--- config.mk ---
export PLATFORM = sky130hd
export DESIGN_NAME = cfg_sequencer_flat
export DESIGN_NICKNAME = d
export VERILOG_FILES = /design/src/rtl/cfg_sequencer_if.sv /design/src/rtl/cfg_sequencer.sv /design/src/flat_wrapper.sv
export SDC_FILE = /design/constraint.sdc
export NUM_CORES = 1
export LEC_CHECK = 0
export ABC_AREA = 1
export CAP_MARGIN = 20
export CORE_ASPECT_RATIO = 0.5
export CORE_MARGIN = 3
export CORE_UTILIZATION = 25
export DETAILED_ROUTE_END_ITERATION = 8
export GPL_TIMING_DRIVEN = 1
export RECOVER_POWER = 25
export SYNTH_ARGS = -nofsm -noshare
export SYNTH_HDL_FRONTEND = slang
export SYNTH_SLANG_ARGS = --single-unit
--- constraint.sdc ---
create_clock -name clk -period 1.55 [get_ports clk]
set_clock_uncertainty 0.05 [all_clocks]
set_input_delay 0.155 -clock clk [delete_from_list [all_inputs] [get_ports clk]]
set_output_delay 0.155 -clock clk [all_outputs]
set_load 0.02 [all_outputs]
--- src/rtl/cfg_sequencer_if.sv ---
// Host-side write/clear handshake and the byte stream toward the unit's cfg_in.
// The master modport is the host/front-end side; the slave modport is the sequencer.
interface cfg_sequencer_if;
    localparam int unsigned ADDR_W = 7;
    localparam int unsigned DATA_W = 8;

    logic              wr_valid;
    logic              wr_ready;
    logic              wr_out_sel;
    logic [ADDR_W-1:0] wr_addr;
    logic [DATA_W-1:0] wr_data;
    logic              clr_req;
    logic              busy;
    logic              clr_done;
    logic [DATA_W-1:0] cfg_out;

    modport master (
        output wr_valid, wr_out_sel, wr_addr, wr_data, clr_req,
        input  wr_ready, busy, clr_done, cfg_out
    );

    modport slave (
        input  wr_valid, wr_out_sel, wr_addr, wr_data, clr_req,
        output wr_ready, busy, clr_done, cfg_out
    );
endinterface

--- src/rtl/cfg_sequencer.sv ---
// Serialises host config writes and bulk clears into the unit's two-byte
// command/data cfg_in protocol.
module cfg_sequencer #(
    parameter logic [7:0] CLR_FILL = 8'h00,
    parameter logic [7:0] OUT_FILL = 8'h00
) (
    input  logic             clk,
    input  logic             rst_n,
    cfg_sequencer_if.slave   bus
);
    localparam int unsigned CNT_W  = 7;
    localparam int unsigned BYTE_W = 8;
    localparam logic [BYTE_W-1:0] OSEL_CMD = 8'h7F;
    localparam logic [CNT_W-1:0]  CNT_LAST = 7'h7F;

    typedef enum logic [2:0] {
        IDLE, CMD, DATA, CLR_CMD, CLR_DATA, CLR_OCMD, CLR_ODATA
    } state_t;

    state_t              state, state_n;
    logic [CNT_W-1:0]    cnt, cnt_n;
    logic                clr_pend, clr_pend_n;
    logic [BYTE_W-1:0]   cfg_q, cfg_n;
    logic [BYTE_W-1:0]   data_q, data_n;
    logic                done_q, done_n;
    logic                ready;
    logic                accept;
    logic                clr_want;

    // A clear request (new or pending) blocks new writes; rst_n gates ready low in reset.
    assign ready    = rst_n && (state == IDLE || state == DATA) && !clr_pend && !bus.clr_req;
    assign accept   = bus.wr_valid && ready;
    assign clr_want = clr_pend || bus.clr_req;

    assign bus.wr_ready = ready;
    assign bus.busy     = (state != IDLE) || clr_pend;
    assign bus.clr_done = done_q;
    assign bus.cfg_out  = cfg_q;

    always_ff @(posedge clk or negedge rst_n) begin
        if (!rst_n) begin
            state    <= IDLE;
            cnt      <= '0;
            clr_pend <= 1'b0;
            cfg_q    <= '0;
            data_q   <= '0;
            done_q   <= 1'b0;
        end else begin
            state    <= state_n;
            cnt      <= cnt_n;
            clr_pend <= clr_pend_n;
            cfg_q    <= cfg_n;
            data_q   <= data_n;
            done_q   <= done_n;
        end
    end

    // cfg_n is the byte that will be on cfg_out while in state_n.
    always_comb begin
        state_n    = state;
        cnt_n      = cnt;
        clr_pend_n = clr_pend || bus.clr_req;
        cfg_n      = '0;
        data_n     = data_q;
        done_n     = 1'b0;

        unique case (state)
            IDLE, DATA: begin
                if (accept) begin
                    state_n = CMD;
                    cfg_n   = bus.wr_out_sel ? OSEL_CMD : {1'b1, bus.wr_addr};
                    data_n  = bus.wr_data;
                end else if (clr_want) begin
                    // Write boundary: start the clear and consume the request.
                    state_n    = CLR_CMD;
                    cnt_n      = '0;
                    clr_pend_n = 1'b0;
                    cfg_n      = {1'b1, CNT_W'(0)};
                end else begin
                    state_n = IDLE;
                end
            end
            CMD: begin
                state_n = DATA;
                cfg_n   = data_q;
            end
            CLR_CMD: begin
                state_n = CLR_DATA;
                cfg_n   = CLR_FILL;
            end
            CLR_DATA: begin
                cnt_n = CNT_W'(cnt + CNT_W'(1));
                if (cnt == CNT_LAST) begin
                    state_n = CLR_OCMD;
                    cfg_n   = OSEL_CMD;
                end else begin
                    state_n = CLR_CMD;
                    cfg_n   = {1'b1, cnt_n};
                end
            end
            CLR_OCMD: begin
                state_n = CLR_ODATA;
                cfg_n   = OUT_FILL;
            end
            CLR_ODATA: begin
                state_n = IDLE;
                done_n  = 1'b1;
            end
            default: begin
                state_n = IDLE;
            end
        endcase
    end
endmodule
--- src/flat_wrapper.sv ---
// flat-port wrapper written by rule: the top's interface ports become plain ports
module cfg_sequencer_flat 
#(
    parameter logic [7:0] CLR_FILL = 8'h00,
    parameter logic [7:0] OUT_FILL = 8'h00
)
  (clk, rst_n, bus_wr_valid, bus_wr_out_sel, bus_wr_addr, bus_wr_data, bus_clr_req, bus_wr_ready, bus_busy, bus_clr_done, bus_cfg_out);
  cfg_sequencer_if bus_i ();
  input  logic clk;
  input  logic rst_n;
  input wire logic [$bits(bus_i.wr_valid)-1:0] bus_wr_valid;
  input wire logic [$bits(bus_i.wr_out_sel)-1:0] bus_wr_out_sel;
  input wire logic [$bits(bus_i.wr_addr)-1:0] bus_wr_addr;
  input wire logic [$bits(bus_i.wr_data)-1:0] bus_wr_data;
  input wire logic [$bits(bus_i.clr_req)-1:0] bus_clr_req;
  output wire logic [$bits(bus_i.wr_ready)-1:0] bus_wr_ready;
  output wire logic [$bits(bus_i.busy)-1:0] bus_busy;
  output wire logic [$bits(bus_i.clr_done)-1:0] bus_clr_done;
  output wire logic [$bits(bus_i.cfg_out)-1:0] bus_cfg_out;
  assign bus_i.wr_valid = bus_wr_valid;
  assign bus_i.wr_out_sel = bus_wr_out_sel;
  assign bus_i.wr_addr = bus_wr_addr;
  assign bus_i.wr_data = bus_wr_data;
  assign bus_i.clr_req = bus_clr_req;
  assign bus_wr_ready = bus_i.wr_ready;
  assign bus_busy = bus_i.busy;
  assign bus_clr_done = bus_i.clr_done;
  assign bus_cfg_out = bus_i.cfg_out;
  cfg_sequencer #(.CLR_FILL(CLR_FILL), .OUT_FILL(OUT_FILL)) u_core (.clk(clk), .rst_n(rst_n), .bus(bus_i));
endmodule
### Word-level counts from Yosys, hierarchy flattened

Cells that the tools add are included.

| word-level totals | value |
|---|---|
| input port bits | 20 |
| register bits | 28 |
| word-level logic and storage cells | 46 |
| output and inout bits | 11 |

| cells by class | value |
|---|---|
| reductions and logical operators | 15 |
| muxes and demuxes | 15 |
| equality and inequality tests | 9 |
| add/sub/neg operators | 1 |

Operators with widths:

| operator | number |
|---|---|
| $mux W8 | 4 |
| $pmux W8 S3 | 1 |
| $pmux W3 S5 | 1 |
| $mux W7 | 2 |
| $pmux W7 S2 | 1 |
| $eq A3 B3 Y1 const B | 3 |
| $add A7 B1 Y7 const B | 1 |
| $eq A7 B7 Y1 const B | 1 |
| $eq A3 B2 Y1 const B | 2 |
| $mux W3 | 2 |
| $logic_and A1 B1 Y1 | 4 |
| $eq A3 B1 Y1 const B | 1 |
| $logic_not A3 Y1 | 1 |
| $logic_or A1 B1 Y1 | 3 |
| $mux W1 | 3 |
| $reduce_and A3 Y1 | 1 |
| $reduce_bool A3 Y1 | 1 |
| $logic_not A1 Y1 | 2 |
| $mux W2 | 1 |
| $ne A2 B1 Y1 const B | 1 |
| $ne A2 B2 Y1 const B | 1 |
| $reduce_and A2 Y1 | 1 |
| $reduce_bool A2 Y1 | 1 |
| $reduce_or A2 Y1 | 1 |

### Logic depth before layout (Yosys ltp)

| depth | value |
|---|---|
| word-level depth | 8 |
| mapped depth | 8 |
| depth with buffers taken out | 7 |

### Least setup slack after synthesis

Ideal clock, no wire load.

| timing path | value |
|---|---|
| kind | register to register |
| start point | reg u_core.state[0] |
| end point | reg u_core.cfg_q[3], in the netlist u_core.bus.cfg_out[3] |
| library setup time | 0.070 ns |
| period minus slack after synthesis | 1.380 ns |
| buffers on the path | 0 |
| required time | 1.430 ns |
| slack | 0.170 ns |
| arrival time | 1.261 ns |
| stages on the path, launching flop included | 6 |
| path through | dfrtp_1 > nor2_4 > nand2_2 > nor2_1 > nand3_1 > nand3_1 |

| on the way | value |
|---|---|
| word-level cells in the longest chain between the ends | 8 |
| elaborated cells between the ends (all ways) | 12 |

Ends and longest elaborated chain:

| element | line | RTL |
|---|---|---|
| start: declaration | cfg_sequencer.sv:20 | `state_t state, state_n;` |
| start signal: assignment | cfg_sequencer.sv:49 | `state <= state_n;` |
| $eq A3 B2 Y1 or $logic_not A3 Y1 (tied branches) | cfg_sequencer.sv:31 | `assign ready = rst_n && (state == IDLE \|\| state == DATA) && !clr_pend && !bus.clr_req;` |
| $logic_or A1 B1 Y1 (*) | cfg_sequencer.sv:31 |  |
| $logic_and A1 B1 Y1 (*) (3 in a row) | cfg_sequencer.sv:31 |  |
| named net bus_wr_ready | flat_wrapper.sv:16 | `output wire logic [$bits(bus_i.wr_ready)-1:0] bus_wr_ready;` |
| $logic_and A1 B1 Y1 (*) | cfg_sequencer.sv:32 | `assign accept = bus.wr_valid && ready;` |
| $mux W8 (*) | cfg_sequencer.sv:69 | `if (accept) begin` |
| $pmux W8 S3 (*) | cfg_sequencer.sv:67 | `unique case (state)` |
| named net u_core.cfg_n[3] | cfg_sequencer.sv:23 | `logic [BYTE_W-1:0] cfg_q, cfg_n;` |
| end signal: assignment | cfg_sequencer.sv:52 | `cfg_q <= cfg_n;` |
| end: declaration | cfg_sequencer.sv:23 |  |

Mark *: on every way through the listed nets, which the timed path passes. The rest lies on a longest branch.
A chain may end at the register's enable or synchronous reset.

### Final worst setup path

| timing path | value |
|---|---|
| start point | reg u_core.state[0] |
| end point | out bus_busy |

| on the way | value |
|---|---|
| word-level cells in the longest chain between the ends | 2 |

Ends and longest elaborated chain:

| element | line | RTL |
|---|---|---|
| $reduce_bool A3 Y1 | cfg_sequencer.sv:36 | `assign bus.busy = (state != IDLE) \|\| clr_pend;` |
| $logic_or A1 B1 Y1 | cfg_sequencer.sv:36 |  |
| end: declaration | flat_wrapper.sv:17 | `output wire logic [$bits(bus_i.busy)-1:0] bus_busy;` |

Every way passes these cells.

==> results.ini <==
[worst_setup_path]
cp-end-kind = output pin
crit_path_start_kind = register
cp_max_fo = 3
cp.required_ns = 1.34
arrival_ns = 1.29
critical_path_class = reg2out

[cts]
cts-root-buf = clkbuf_8
clkTransAtPathRegs_ns = 0.10
h-tree-depth = 1
cts_made_buffers = 3
clockBufferDepth = 2
cts_setup_buffers = 0
cts_sinks = 28
clkLatencyLatePin_ns = 0.28
cts_tree = done

[global_route]
antenna_found_initial = 0
grt_pass1_wl_um = 5620
track_usage_pct = 11.3
grt_pass1_vias = 1178
grt_overflow = 0
grt_max_degree = 29

[yosys]
postSynthAreaPerCell_um2 = 8.14
yosysWarnings = 0
synthTopCellsByCount = 52 x nand2_1, 28 x dfrtp_1, 22 x nand3_1, 15 x nor2_1, 14 x inv_1
synth_xor_area_share_pct = 0.645
synth-compound-area-share_pct = 7.27
syn_inst = 167
synth_top_family_by_area = simple AND/OR/NAND/NOR gates
ys_async_sr_fraction_pct = 100
yosysUniqueCellTypes = 22
ys_ff_latch = 28
yosysMostFrequentCell = nand2_1
syn_nets = 188
synth_top_cell_area_share_pct = 51.6
synth_top_area_cell = dfrtp_1
syn_area_um2 = 1360
ys_seq_area_share_pct = 51.6
ys.flop_type = dfrtp_1
synthMuxAreaShare_pct = 0
synth-simple-area-share_pct = 33.1
synth-edff-count = 0
yosys.area_share.adder_pct = 0.921
netlist_top_cells_area = dfrtp_1 52%, nand2_1 14%, nand3_1 8.1%

[sta]
final_max_slew_viol_count = 0
finalCriticalPeriod_ns = 1.50
hold_viol = 0
worst_pin_slew_ns = 0.703
max_slew_margin_pct = 53.1
hold-worst-slack_ns = 0.373
max_freq_mhz = 668
setup_tns_ns = 0
setup_slack_ns = 0.0536
period_share_pct = 96.5
finalSetupViolCount = 0

[floorplanning]
fp.dieH_um = 58.1
core_area_um2 = 5090
dieArea_um2 = 6410
initial_core_util_pct = 26.7
io_pins = 31
num_rows = 18
die_w_um = 110

[status]
outcome = completed

[detailed_routing]
viasPerCell = 4.26
ant_nets = 0
wirelength_um = 3400
first_pass_iters = 4
drt-initial-drc-count = 47
wl_per_cell_um = 11.9
dr_total_vias = 1218
drc = 0

[layout]
stdcell_area_um2 = 1910
fin_nets = 238
drive_above_1_share_pct = 17.6
diodes = 0
area_delta_synth_final_pct = 40.5

[run]
drv_cap = 0

[place]
post_dp_cell_area_um2 = 1850
hpwl_um = 2680
portBuffers = 30
place.gp.congestion = 0.818
place_ws_ns = -0.215

[power_and_ir_drop]
powerDensity_nw_per_um2 = 1380
ir_drop_v = 0.000517
p_leak_nw = 0.927

[hold_path]
hp-class = in2reg

[stage by stage]
step / cells / util [%] / power, mW
finish: 286 / 37.5 / 2.63
global route: 286 / 37.5 / 2.78
CTS: 286 / 37.5 / 2.63
detailed placement: 282 / 36.4 / 2.18
global placement: 282 / 36.4 / 2.15
floorplan: 167 / - / 1.65
[per-layer routing]
| layer | track usage, % | up-vias | wire length, um |
|---|---|---|---|
| li1 | - | 630 | - |
| met1 | 16.1 | 569 | 1700 |
| met2 | 17.7 | 14 | 1570 |
| met3 | 2.34 | 5 | 99 |
| met4 | 2.63 | 0 | 31 |
| met5 | 0 | - | 0 |
[where the power goes]
part	switching, mW	leakage, nW	total (mW)	internal (mW)
combinational	0.602	0.530	1.09	0.485
clock	0.238	0.0288	0.466	0.228
sequential	0.111	0.367	1.07	0.961
total	0.951	0.927	2.63	1.67
[registers in the layout, indices dropped and copies added, names as in the netlist]
name,count
u_core.data_q,8
u_core.state,3
u_core.bus.cfg_out,8
u_core.cnt,7
u_core.clr_pend,1
u_core.bus.clr_done,1
[worst max-delay path, stage by stage (launching register included)]
cell and delay (ns):
dfrtp_1 0.42, nor2_4 0.14, buf_4 0.13, nand2_1 0.04, clkdlybuf4s15_1 0.28
[worst paths after layout]
path | start | end | slack [ns] | cells past startpoint
worst max register to register | u_core.cnt[0] | u_core.bus.cfg_out[3] | 0.12 | 8
max in group asynchronous | rst_n | u_core.cnt[0] | 0.51 | 2
worst max-delay path | u_core.state[0] | bus_busy | 0.05 | 4
worst min-delay path | bus_wr_data[2] | u_core.data_q[2] | 0.37 | 3
worst min register to register | u_core.data_q[7] | u_core.data_q[7] | 0.43 | 2
min in group asynchronous | rst_n | u_core.bus.cfg_out[6] | 0.48 | 2
[kinds of logic (layout without fill, tap and decap cells)]
logic type      count (synthesis)  after routing
fa+ha+maj                       1              1
simple gates                  100            100
xor+xnor                        1              1
compound gates                 18             18
buf+inv                        19             68
flops                          28             28
[layout by cell type, fill, tap and decap left out, types with 4 or more instances in the layout]
master,Yosys,final
buf_4,0,17
o21ai_0,12,12
nor2_1,15,13
clkdlybuf4s50_1,0,27
inv_1,14,14
or2_2,5,5
nand2_1,52,51
dfrtp_1,28,28
nand3_1,22,22
clkbuf_8,0,4
[area by class of cell]
type	instances	area (um2)
inverters	16	60.1
fillers	546	3180
repair buffers	48	428
multi-input cells	120	578
clock buffers	4	55.1
well taps	70	87.6
flip-flops and latches	28	701
[repair_timing]
action,in CTS,in global routing
gates cloned,0,0
gates resized for setup,4,5
setup endpoints to repair,2,5
hold buffers,0,0
Note: power is estimated with default switching activity, not from simulation.
